### src/rtl/csa_stream_accumulator.sv
// rtl/csa_stream_accumulator.sv - carry-save multi-operand stream accumulator with iterative resolve
module csa_stream_accumulator #(
    parameter int N  = 4,
    parameter int W  = 8,
    parameter int CW = 8
) (
    input  logic          clk,
    input  logic          rst_n,
    input  logic          in_valid,
    output logic          in_ready,
    input  logic [N-1:0]  in_data,
    input  logic          in_last,
    output logic          out_valid,
    input  logic          out_ready,
    output logic [W-1:0]  out_sum,
    output logic [CW-1:0] out_count,
    output logic          busy
);

    typedef enum logic [1:0] {
        IDLE    = 2'd0,
        ACCUM   = 2'd1,
        RESOLVE = 2'd2,
        DONE    = 2'd3
    } state_t;

    state_t        r_state;
    logic [W-1:0]  r_s;
    logic [W-1:0]  r_c;
    logic [CW-1:0] r_cnt;
    logic          r_out_valid;

    logic [W-1:0]  w_x;
    logic [W-1:0]  w_csa_s;
    logic [W-1:0]  w_csa_c;
    logic [CW-1:0] w_cnt_inc;
    logic          w_xfer;

    assign w_x       = W'(in_data);
    assign w_csa_s   = r_s ^ r_c ^ w_x;
    assign w_csa_c   = ((r_s & r_c) | (r_s & w_x) | (r_c & w_x)) << 1;
    assign w_cnt_inc = (&r_cnt) ? r_cnt : r_cnt + CW'(1);
    assign w_xfer    = r_out_valid && out_ready;

    // Handshake flags are pure decodes of registered state, so no input reaches them combinationally.
    assign in_ready  = (r_state == IDLE) || (r_state == ACCUM);
    assign busy      = (r_state != IDLE);
    assign out_valid = r_out_valid;
    assign out_sum   = r_s;
    assign out_count = r_cnt;

    always_ff @(posedge clk or negedge rst_n) begin
        if (!rst_n) begin
            r_state     <= IDLE;
            r_s         <= '0;
            r_c         <= '0;
            r_cnt       <= '0;
            r_out_valid <= 1'b0;
        end else begin
            case (r_state)
                IDLE: begin
                    if (in_valid) begin
                        r_s     <= w_x;
                        r_c     <= '0;
                        r_cnt   <= CW'(1);
                        r_state <= in_last ? RESOLVE : ACCUM;
                    end
                end
                ACCUM: begin
                    if (in_valid) begin
                        r_s   <= w_csa_s;
                        r_c   <= w_csa_c;
                        r_cnt <= w_cnt_inc;
                        if (in_last) begin
                            r_state <= RESOLVE;
                        end
                    end
                end
                RESOLVE: begin
                    if (r_c == '0) begin
                        r_state <= DONE;
                    end else begin
                        r_s <= r_s ^ r_c;
                        r_c <= (r_s & r_c) << 1;
                    end
                end
                DONE: begin
                    // out_valid rises one cycle after entering DONE and drops on the transfer.
                    if (w_xfer) begin
                        r_out_valid <= 1'b0;
                        r_state     <= IDLE;
                    end else begin
                        r_out_valid <= 1'b1;
                    end
                end
                default: r_state <= IDLE;
            endcase
        end
    end

endmodule

### config.mk
export PLATFORM = sky130hd
export DESIGN_NAME = csa_stream_accumulator
export DESIGN_NICKNAME = d
export VERILOG_FILES = /design/src/rtl/csa_stream_accumulator.sv
export SDC_FILE = /design/constraint.sdc
export NUM_CORES = 1
export LEC_CHECK = 0
export CORE_MARGIN = 1.5
export CORE_UTILIZATION = 45
export CTS_BUF_LIST = sky130_fd_sc_hd__clkbuf_2
export CTS_CLUSTER_DIAMETER = 100
export DETAILED_ROUTE_END_ITERATION = 6
export PLACE_DENSITY_LB_ADDON = 0.2
export SLEW_MARGIN = 30
export SYNTH_ARGS = -nofsm -noshare
export SYNTH_HDL_FRONTEND = slang
export SYNTH_SLANG_ARGS = --single-unit
### constraint.sdc
create_clock -name clk -period 2.2 [get_ports clk]
set_input_delay 0.22 -clock clk [delete_from_list [all_inputs] [get_ports clk]]
set_output_delay 0.22 -clock clk [all_outputs]
set_load 0.02 [all_outputs]
==> results of run 1 <==
power groups by stage:
| stage | clock [mW] | sequential (mW) | combinational, mW |
|---|---|---|---|
| 3_5_place_dp | 0 | 0.787 | 1.70 |
| 2_1_floorplan | 0 | 0.853 | 1.17 |
| 5_1_grt | 0.208 | 0.802 | 1.86 |
| 6_report | 0.188 | 0.774 | 1.69 |
| 3_3_place_gp | 0 | 0.773 | 1.64 |
| 4_1_cts | 0.187 | 0.777 | 1.71 |
metal layers:
| metal | vias to the layer above | global-route usage, % | part of all wire, % |
|---|---|---|---|
| met5 | - | 0 | 0 |
| li1 | 623 | - | - |
| met2 | 32 | 34.3 | 52 |
| met4 | 0 | 5.71 | 1.2 |
| met3 | 4 | 1.96 | 3.6 |
| met1 | 613 | 23.2 | 43 |
through the flow:
stage | utilization, % | cell area, um2 | power (mW) | hold slack, ps
global route | 58.4 | 2000 | 2.87 | 219
global placement | 57.9 | 1980 | 2.41 | 518
CTS | 58.4 | 1990 | 2.67 | 209
floorplan | - | 1650 | 2.02 | -75.6
detailed placement | 57.9 | 1980 | 2.48 | 536
finish | 58.4 | 2000 | 2.65 | 181
final timing paths:
kind | startpoint | to | slack, ps | cells after the start
setup / recovery | r_state[1] | out_count[5] | 110 | 7
hold / removal | rst_n | out_valid | 180 | 2
setup reg to reg | r_state[1] | out_count[5] | 110 | 7
hold reg to reg | out_valid | out_valid | 560 | 2
max in group asynchronous | rst_n | r_c[3] | 1770 | 2
min in group clk | out_ready | out_valid | 470 | 4
cell families (layout without fill, tap and decap cells):
family / after synthesis / in the layout / synth area share, %
and+or+nand+nor: 43 / 43 / 13.3
AOI/OAI and AO/OA: 31 / 31 / 13.6
adders and majority gates: 17 / 17 / 14.2
DFF: 26 / 26 / 39.4
muxes: 18 / 18 / 11.9
buffers and inverters: 22 / 52 / 6.51
xor gates and xnor gates: 2 / 2 / 1.06
registers in the layout (all words and copies together), names as in the netlist:
signal     flops
out_valid      1
out_sum        8
out_count      8
r_c            7
r_state        2
cell usage in the layout, fill, tap and decap left out, drive strengths merged, types with 2 or more instances in the layout:
cell type | Yosys | final
a21o | 2 | 2
a21oi | 5 | 5
a221oi | 2 | 2
a22o | 2 | 2
a22oi | 4 | 4
a32o | 3 | 3
and4 | 2 | 2
buf | 3 | 6
clkbuf | 3 | 3
clkdlybuf4s50 | 0 | 25
dfrtp | 26 | 26
fa | 3 | 3
ha | 14 | 14
inv | 16 | 16
mux2 | 7 | 7
mux2i | 11 | 11
nand2 | 22 | 22
nand3 | 3 | 3
nor2 | 9 | 9
o21ai | 7 | 7
o221ai | 2 | 2
or4 | 2 | 2
xnor2 | 2 | 2
area by class of cell:
cell class,count,area (um2)
clock buffer,3,15.0
fill,297,1420
inverter,16,60.1
multi-input combinational,111,896
sequential,26,651
tap,46,57.6
timing repair buffer,33,317
critical path, stage by stage (launching register included):
cell and delay, ps:
sky130_fd_sc_hd__dfrtp_1 460, sky130_fd_sc_hd__inv_1 110, sky130_fd_sc_hd__ha_1 250, sky130_fd_sc_hd__buf_4 180, sky130_fd_sc_hd__and4_4 150, sky130_fd_sc_hd__a21o_1 220, sky130_fd_sc_hd__or4_1 510, sky130_fd_sc_hd__a21oi_1 150
==> metrics.md, run 1 <==
| Metric | Value |
|---|---|
| Chip Width | around 64 um |
| CP required | 2520 ps |
| Clock tree from TritonCTS | built |
| Ys Warns | 0 |
| Overall overflow remaining after global route | 0 |
| Gate count after technology mapping | around 160 |
| Final instance count without filler cells | approximately 240 |
| Crit path kind | flop to flop |
| Sink count of the clock tree | 26 |
| Cts hold-fix bufs | 0 |
| F_max | ~0.48 GHz |
| Number of port buffers | 27 |
| First-pass GRT wire length | slightly above 6000 um |
| Vertical die dimension | roughly 64 um |
| Number of antenna diodes | 0 |
| Starting DRC count in detailed routing | a little under 90 |
| Number of optimization iterations in the first detailed-route pass | 4 |
| Unrepaired setup endpoints after global routing | no |
| Internal power component | around 1.4 mW |
| Register share of total power | between 20 and 30% |
| Fraction of the yosys area taken by sequential cells | around 39% |
| Vias per cell | 5.41 |
| Sw Pwr | approximately 1.2 mW |
| CTS H-tree depth | 1 |
| Async S/R FF share, synth | 100% |
| Area grow syn2layout | 20.8% |
| Clock tree skew after final layout | around 1.7 ps |
| Commonest cells in the netlist | 26 x sky130_fd_sc_hd__dfrtp_1, 22 x sky130_fd_sc_hd__nand2_1, 16 x sky130_fd_sc_hd__inv_1 |
| Worst-skew pair later-pin latency | ~360 ps |
| Post-route setup TNS | 0 ps |
| Core Box Area | roughly 3400 um2 |
| TritonCTS Buffers | 3 |
| Top-count cell post-synth | sky130_fd_sc_hd__dfrtp_1 |
| Max-cap check violation count | 0 |
| Setup slack after placement | between 100 and 150 ps |
| Peak supply drop | approximately 0.75 mV |
| Fraction of layout cells with a size suffix above 1 | between 10 and 15% |
| Total leakage power | about 0.9 nW |
| Synth area leaders | sky130_fd_sc_hd__dfrtp_1 39%, sky130_fd_sc_hd__ha_1 11%, sky130_fd_sc_hd__mux2i_1 6.7% |
| Crit share post-route | between 90% and 100% |
| Initial Utilization | about half |
| Routed wirelength normalized by instance count | ~15 um |
| # setup viols final | 0 |
| Wire length after detailed routing | 3440 um |
| Library cell with the largest summed area after synthesis | sky130_fd_sc_hd__dfrtp_1 |
| Final Max Tran Viols | 0 |
| Routability cong. | ~0.83 |
| Path class of the lowest-slack min-delay path | primary input to async pin |
| Largest buffer count on any clock path | 2 |
| Clock network power share | 7.1% |
| Post-synthesis cell area | approximately 1700 um2 |
| Number of distinct library cell variants in the gate-level netlist after synthesis | 38 |
| Vias post-DR | 1272 |
| Placed cell count | between 200 and 250 |
| Post-CTS resize count | 2 |
| Antenna violations before repair | 0 |
| ANT nets after route | 0 |
| Power per Cell Area | around 1300 nW/um2 |
| Post-synth net total | ~190 |
| Count of final hold-check violations | 0 |
| Fraction of post-synthesis cell area in the top cell type by area | 39.4% |
| Die Outline Area | slightly above 4000 um2 |
| Setup slack of the critical path after layout | roughly 110 ps |
| Count of buffers added by post-CTS timing repair for setup | 0 |
| Top-Level Pins | 28 |
| Combinational share of power | 63.7% |
| Arrival time at the worst endpoint | approximately 2400 ps |
| Actual transition at the worst max-transition pin | between 400 and 500 ps |
| Capturing element type of the critical path | flop |
| Mean area per synthesized cell | roughly 10 um2 |
| Detail Placement HPWL | roughly 2600 um |
| Post-CTS clock slew at the launch and capture registers of the worst setup and hold paths | 250 ps |
| Period minus WS final | 2090 ps |
| Sw Ratio | a little under half |
| Nets | 217 |
| Tightest slew margin relative to the limit | 73.2% |
| Global routing usage summed across all routing layers | 18.8% |
| Root buffer cell | sky130_fd_sc_hd__clkbuf_2 |
| Startpoint type of the worst setup path | flop |
| Primary flip-flop cell chosen by synthesis mapping | sky130_fd_sc_hd__dfrtp_1 |
| Maximum net fanout on the critical path | 8 |
| Remaining routing DRC violations | 0 |
| Pin count of the biggest net entering global routing | 27 |
| Run status | finished, final reports clean |
| Vias in the first global route | between 1000 and 1500 |
| Number of flops mapped to enable cells by yosys | 0 |
| Number of cell rows | 21 |
| Number of register bits inferred by synthesis | 26 |
(Power assumes the default switching activity.)
==> inputs of run 2 (changes only) <==
--- a/config.mk
+++ b/config.mk
@@ -6,11 +6,12 @@
 export NUM_CORES = 1
 export LEC_CHECK = 0
 export CORE_MARGIN = 1.5
-export CORE_UTILIZATION = 45
+export CORE_UTILIZATION = 30
 export CTS_BUF_LIST = sky130_fd_sc_hd__clkbuf_2
 export CTS_CLUSTER_DIAMETER = 100
 export DETAILED_ROUTE_END_ITERATION = 6
 export PLACE_DENSITY_LB_ADDON = 0.2
+export REMOVE_ABC_BUFFERS = 1
 export SLEW_MARGIN = 30
 export SYNTH_ARGS = -nofsm -noshare
 export SYNTH_HDL_FRONTEND = slang
==> run 2 against run 1 <==
Utilization is 19 points lower. Hold slack better by 5.9 ps. Cell area is 1.9% higher. Critical endpoint is now r_c[4]. Die area is 47% higher. Sequential share of layout area is 0.62 points lower. Total power is 0.45% lower.
==> metrics.md, run 2 (same netlist as run 1, synthesis figures left out) <==
| Metric | Value |
|---|---|
| # setup viols final | 0 (unchanged) |
| F_max | 0.487 GHz (was 0.479 GHz) |
| Path class of the lowest-slack min-delay path | primary input to async pin (unchanged) |
| Overall Power | 2.64 mW (was 2.65 mW) |
| CTS H-tree depth | 1 (unchanged) |
| Total leakage power | 0.926 nW (was 0.920 nW) |
| Largest delay contributor family on the critical path | multiplexers (was simple AND/OR/NAND/NOR gates) |
| Starting DRC count in detailed routing | 46 (was 87) |
| Instance area after placement | 2010 um2 (was 1980 um2) |
| Capturing element type of the critical path | flop (unchanged) |
| Routed wirelength normalized by instance count | 13.6 um (was 14.6 um) |
| Largest buffer count on any clock path | 2 (unchanged) |
| Startpoint type of the worst setup path | flop (unchanged) |
| Library cell contributing the largest single delay on the critical path | sky130_fd_sc_hd__dfrtp_1 (was sky130_fd_sc_hd__or4_1) |
| Worst-skew pair later-pin latency | 360 ps (about the same) |
| Core Box Area | 5200 um2 (was 3420 um2) |
| Worst Setup SP | r_state[0] (was r_state[1]) |
| First-pass GRT wire length | 6140 um (was 6110 um) |
| Post-CTS clock slew at the launch and capture registers of the worst setup and hold paths | 260 ps (was 250 ps) |
| Actual transition at the worst max-transition pin | 400 ps (was 402 ps) |
| Overall overflow remaining after global route | 0 (unchanged) |
| Number of optimization iterations in the first detailed-route pass | 4 (unchanged) |
| Post-route setup TNS | 0 ps (unchanged) |
| Maximum net fanout on the critical path | 14 (was 8) |
| Run status | finished, final reports clean (unchanged) |
| Vertical die dimension | 77.2 um (was 63.6 um) |
| Remaining routing DRC violations | 0 (unchanged) |
| TritonCTS Buffers | 3 (unchanged) |
| Pin count of the biggest net entering global routing | 27 (unchanged) |
| CP cell instances | inv_1, ha_1, nor2_1, mux2i_1, a21o_4, mux2_2 (was inv_1, ha_1, buf_4, and4_4, a21o_1, or4_1, a21oi_1) |
| ANT nets after route | 0 (unchanged) |
| Initial Utilization | 31.7% (was 48.4%) |
| Max-cap check violation count | 0 (unchanged) |
| Clock tree from TritonCTS | built (unchanged) |
| Number of cell rows | 26 (was 21) |
| Fill cell count | 543 (was 297) |
| Period minus WS final | 2050 ps (was 2090 ps) |
| Arrival time at the worst endpoint | 2330 ps (was 2410 ps) |
| Root buffer cell | sky130_fd_sc_hd__clkbuf_2 (unchanged) |
| Unrepaired setup endpoints after global routing | no (unchanged) |
| Count of final hold-check violations | 0 (unchanged) |
| Crit path kind | flop to flop (unchanged) |
| Die Outline Area | 5960 um2 (was 4040 um2) |
| Vias per cell | 4.85 (was 5.41) |
| Area grow syn2layout | 23.2% (was 20.8%) |
| Chip Width | 77.2 um (was 63.6 um) |
| Crit path buf inv count | 1 (was 2) |
| Most common cell after layout, fill and taps aside | sky130_fd_sc_hd__dfrtp_1 (unchanged) |
| Detail Placement HPWL | 2630 um (was 2600 um) |
| Routability cong. | 0.790 (was 0.831) |
| Origin of the critical flop-to-flop path | r_state[0] (was r_state[1]) |
| Highest cell delay on the worst timing path | 440 ps (was 510 ps) |
| Nets | 218 (was 217) |
| Fraction of layout cells with a size suffix above 1 | 11.0% (was 11.1%) |
| Most frequent cells in the layout | 26 x sky130_fd_sc_hd__dfrtp_1, 25 x sky130_fd_sc_hd__clkdlybuf4s50_1, 22 x sky130_fd_sc_hd__nand2_1 (unchanged) |
| Final Max Tran Viols | 0 (unchanged) |
| Global routing usage summed across all routing layers | 12.7% (was 18.8%) |
| Number of port buffers | 27 (unchanged) |
| Final Hold Slack | 187 ps (was 181 ps) |
| Tightest slew margin relative to the limit | 73.3% (was 73.2%) |
| Vias in the first global route | 1333 (was 1320) |
| Antenna violations before repair | 0 (unchanged) |
| Vias post-DR | 1266 (was 1272) |
| Number of antenna diodes | 0 (unchanged) |
| CP required | 2480 ps (was 2520 ps) |
| Peak supply drop | 0.444 mV (was 0.752 mV) |
| Top-Level Pins | 28 (unchanged) |
| Sink count of the clock tree | 26 (unchanged) |
| Post-Layout Inst Area | 2030 um2 (was 2000 um2) |
| Crit share post-route | 93.3% (was 94.8%) |
| Power per Cell Area | 1300 nW/um2 (was 1330 nW/um2) |
| Utilization after layout | 39.1% (was 58.4%) |
| Wire length after detailed routing | 3550 um (was 3440 um) |
| Clock tree skew after final layout | 7.33 ps (was 1.69 ps) |
[run 2: cell types whose count changed in the layout (fill, tap and decap cells not counted), sizes merged]
cell,previous run,this run
buf,6,7
clkinv,0,1
[run 2: layout make-up]
type	count	area, um2	share of cell area (%)
clock buffer	3	15.0	0.738
clock inverter	1	3.75	0.185
timing repair buffer	34	324	15.9
inverter	16	60.1	2.95
tap	70	87.6	4.31
multi-input combinational	111	893	43.9
sequential	26	651	32.0
[run 2: power by group]
group | switching [mW] | internal, mW | leakage (nW) | total, mW
Clock | 0.149 | 0.0395 | 0.0140 | 0.189
Combinational | 0.879 | 0.791 | 0.570 | 1.67
Sequential | 0.165 | 0.613 | 0.342 | 0.778
[run 2: final timing paths]
path,to,slack [ps],depth (start not counted)
max reg2reg,r_c[4],150,6
min reg2reg,out_sum[5],570,2
max,r_c[4],150,6
max in group asynchronous,out_sum[2],1750,2
min in group clk,out_valid,470,4
min,out_count[3],190,2
[run 2: repair_timing]
action | in CTS | in global routing
setup buffers | 0 | 1
gates cloned | 0 | 0
setup endpoints to repair | 1 | 2
resized for setup | 1 | 1
pin swaps | 0 | 0
hold buffers | 0 | 0
endpoints found under the hold margin | 0 | 0
[run 2: through the flow]
| stage | std cells | setup slack [ps] |
|---|---|---|
| detailed placement | 256 | 184 |
| CTS | 260 | 73.4 |
| global placement | 256 | 250 |
| finish | 261 | 148 |
| floorplan | 153 | 185 |
| global route | 261 | 3.78 |
[run 2: layer usage]
layer | share of wire [%] | global-route usage, %
met4 | 0.23 | 1.64
met2 | 51 | 23.1
met1 | 45 | 15.7
met3 | 3.8 | 2.62
met5 | 0 | 0
==> inputs of run 3 (changes only) <==
--- a/config.mk
+++ b/config.mk
@@ -5,14 +5,13 @@
 export SDC_FILE = /design/constraint.sdc
 export NUM_CORES = 1
 export LEC_CHECK = 0
-export CORE_MARGIN = 1.5
 export CORE_UTILIZATION = 30
 export CTS_BUF_LIST = sky130_fd_sc_hd__clkbuf_2
 export CTS_CLUSTER_DIAMETER = 100
 export DETAILED_ROUTE_END_ITERATION = 6
+export GPL_ROUTABILITY_DRIVEN = 0
 export PLACE_DENSITY_LB_ADDON = 0.2
 export REMOVE_ABC_BUFFERS = 1
-export SLEW_MARGIN = 30
 export SYNTH_ARGS = -nofsm -noshare
 export SYNTH_HDL_FRONTEND = slang
 export SYNTH_SLANG_ARGS = --single-unit
==> run 3 against run 2 <==
Sequential power about the same. Maximum frequency down 0.55%. Cell area down 0.25%. Combinational power about the same. Clock skew up 3.3 ps. First-iteration DRC count down 17%. Die area down 2.6%. Setup slack worse by 11 ps. Highest routed layer unchanged.
==> metrics.md, run 3 (same netlist as run 1, synthesis figures left out) <==
| Metric | Value |
|---|---|
| Overall overflow remaining after global route | 0 (unchanged) |
| CTS H-tree depth | 1 (unchanged) |
| Vias post-DR | 1260 (was 1266) |
| Final instance count without filler cells | 260 (was 261) |
| Nets | 217 (was 218) |
| Number of cell rows | 26 (unchanged) |
| Wire length on met2 | 1680 um (was 1790 um) |
| Starting DRC count in detailed routing | 38 (was 46) |
| Actual transition at the worst max-transition pin | 415 ps (was 400 ps) |
| Library cell contributing the largest single delay on the critical path | sky130_fd_sc_hd__dfrtp_1 (unchanged) |
| Chip Width | 76.2 um (was 77.2 um) |
| Top-Level Pins | 28 (unchanged) |
| Remaining routing DRC violations | 0 (unchanged) |
| Crit path kind | flop to flop (unchanged) |
| Largest buffer count on any clock path | 2 (unchanged) |
| Worst-skew pair later-pin latency | 360 ps (about the same) |
| Run status | finished, final reports clean (unchanged) |
| Number of antenna diodes | 0 (unchanged) |
| Number of cells on the worst reg-to-reg path | 6 (unchanged) |
| Capturing element type of the critical path | flop (unchanged) |
| Total leakage power | 0.921 nW (was 0.926 nW) |
| Pin count of the biggest net entering global routing | 27 (unchanged) |
| Setup slack of the critical path after layout | 136 ps (was 148 ps) |
| Startpoint type of the worst setup path | flop (unchanged) |
| Vias in the first global route | 1251 (was 1333) |
| Vertical die dimension | 76.2 um (was 77.2 um) |
| Core Box Area | 5200 um2 (unchanged) |
| Routed wirelength normalized by instance count | 13.7 um (was 13.6 um) |
| Area grow syn2layout | 22.9% (was 23.2%) |
| Fill cell count | 535 (was 543) |
| Crit path buf inv count | 1 (unchanged) |
| Origin of the critical flop-to-flop path | r_state[0] (unchanged) |
| CP cell instances | inv_1, ha_1, nor2_2, mux2i_1, a21o_4, mux2_2 (was inv_1, ha_1, nor2_1, mux2i_1, a21o_4, mux2_2) |
| TritonCTS Buffers | 3 (unchanged) |
| Met3 wirelength from detailed routing | 159 um (was 136 um) |
| Post-route setup TNS | 0 ps (unchanged) |
| First-pass GRT wire length | 6110 um (was 6140 um) |
| Sink count of the clock tree | 26 (unchanged) |
| F_max | 0.485 GHz (was 0.487 GHz) |
| Number of port buffers | 27 (unchanged) |
| Final Hold Slack | 180 ps (was 187 ps) |
| Power per Cell Area | 1300 nW/um2 (about the same) |
| Wire length after detailed routing | 3550 um (about the same) |
| Global routing usage summed across all routing layers | 13.0% (was 12.7%) |
| Setup slack after placement | 115 ps (was 184 ps) |
| Unrepaired setup endpoints after global routing | no (unchanged) |
| Critical R2R Capture | r_c[3] (was r_c[4]) |
| Arrival time at the worst endpoint | 2340 ps (was 2330 ps) |
| Antenna violations before repair | 0 (unchanged) |
| Root buffer cell | sky130_fd_sc_hd__clkbuf_2 (unchanged) |
| Count of final hold-check violations | 0 (unchanged) |
| Largest delay contributor family on the critical path | multiplexers (unchanged) |
| Post-CTS clock slew at the launch and capture registers of the worst setup and hold paths | 260 ps (about the same) |
| Most frequent cells in the layout | 26 x sky130_fd_sc_hd__dfrtp_1, 25 x sky130_fd_sc_hd__clkdlybuf4s50_1, 22 x sky130_fd_sc_hd__nand2_1 (unchanged) |
| Highest routed layer | met4 (unchanged) |
| Maximum net fanout on the critical path | 14 (unchanged) |
| Highest cell delay on the worst timing path | 440 ps (about the same) |
| Routed length on met1 | 1680 um (was 1610 um) |
| Path class of the lowest-slack min-delay path | primary input to async pin (unchanged) |
| Crit share post-route | 93.8% (was 93.3%) |
| Detail Placement HPWL | 2610 um (was 2630 um) |
| Max-cap check violation count | 0 (unchanged) |
| Initial Utilization | 31.7% (unchanged) |
| # setup viols final | 0 (unchanged) |
| Die Outline Area | 5810 um2 (was 5960 um2) |
| Period minus WS final | 2060 ps (was 2050 ps) |
| Tightest slew margin relative to the limit | 72.3% (was 73.3%) |
| Peak supply drop | 0.443 mV (was 0.444 mV) |
| Vias per cell | 4.85 (about the same) |
| Number of optimization iterations in the first detailed-route pass | 4 (unchanged) |
| ANT nets after route | 0 (unchanged) |
| Cts hold-fix bufs | 0 (unchanged) |
| Clock tree skew after final layout | 10.7 ps (was 7.33 ps) |
| CP required | 2480 ps (about the same) |
| Most common cell after layout, fill and taps aside | sky130_fd_sc_hd__dfrtp_1 (unchanged) |
| Setup slack of the most critical reg-to-reg path | 140 ps (was 150 ps) |
| Worst Setup SP | r_state[0] (unchanged) |
| Placed cell count | 256 (unchanged) |
| Overall Power | 2.65 mW (was 2.64 mW) |
| Clock tree from TritonCTS | built (unchanged) |
| Fraction of layout cells with a size suffix above 1 | 11.1% (was 11.0%) |
| Final Max Tran Viols | 0 (unchanged) |
-- run 3: cell count changes in the layout (fill, tap and decap cells not counted), sizes merged --
cell / change
buf: -1
-- run 3: where the power goes --
part / switching, mW / internal, mW
clock network: 0.149 / 0.0395
registers: 0.166 / 0.613
logic: 0.895 / 0.785
-- run 3: worst reg2reg max path, stage by stage, from the launching register on --
cell and delay (ps):
sky130_fd_sc_hd__dfrtp_1 440, sky130_fd_sc_hd__inv_1 120, sky130_fd_sc_hd__ha_1 270, sky130_fd_sc_hd__nor2_2 160, sky130_fd_sc_hd__mux2i_1 360, sky130_fd_sc_hd__a21o_4 270, sky130_fd_sc_hd__mux2_2 370
-- run 3: per-stage QoR --
stage                     util (%)  area [um2]
after detailed placement      38.6        2010
after floorplan                  -        1600
final                         39.0        2030
after global placement        38.6        2010
after global routing          39.0        2030
after CTS                     38.9        2030
-- run 3: layout make-up --
type	count	area, um2	area share [%]
inverter	16	60.1	2.96
clock buffer	3	15.0	0.740
clock inverter	1	3.75	0.185
sequential	26	651	32.1
tap	70	87.6	4.32
multi-input combinational	111	896	44.1
timing repair buffer	33	317	15.6
-- run 3: repair_timing --
item / CTS / global route
resized for setup: 2 / 1
buffers inserted: 0 / 0
endpoints found under the setup margin: 1 / 1
-- run 3: worst max-delay path by stage --
stage                    to  slack [ps]  cells after the start
6_report             r_c[3]         140                      6
2_1_floorplan  out_count[5]         190                      6
3_5_place_dp         r_c[3]         120                      6
5_1_grt              r_c[3]          30                      6
3_3_place_gp         r_c[3]         250                      6
4_1_cts                busy          40                      4
-- run 3: layer usage --
metal | vias to the layer above | GRT usage (%)
met3 | 4 | 3.35
met5 | - | 0
met4 | 0 | 2.88
met2 | 28 | 22.5
met1 | 606 | 16.2
li1 | 622 | -
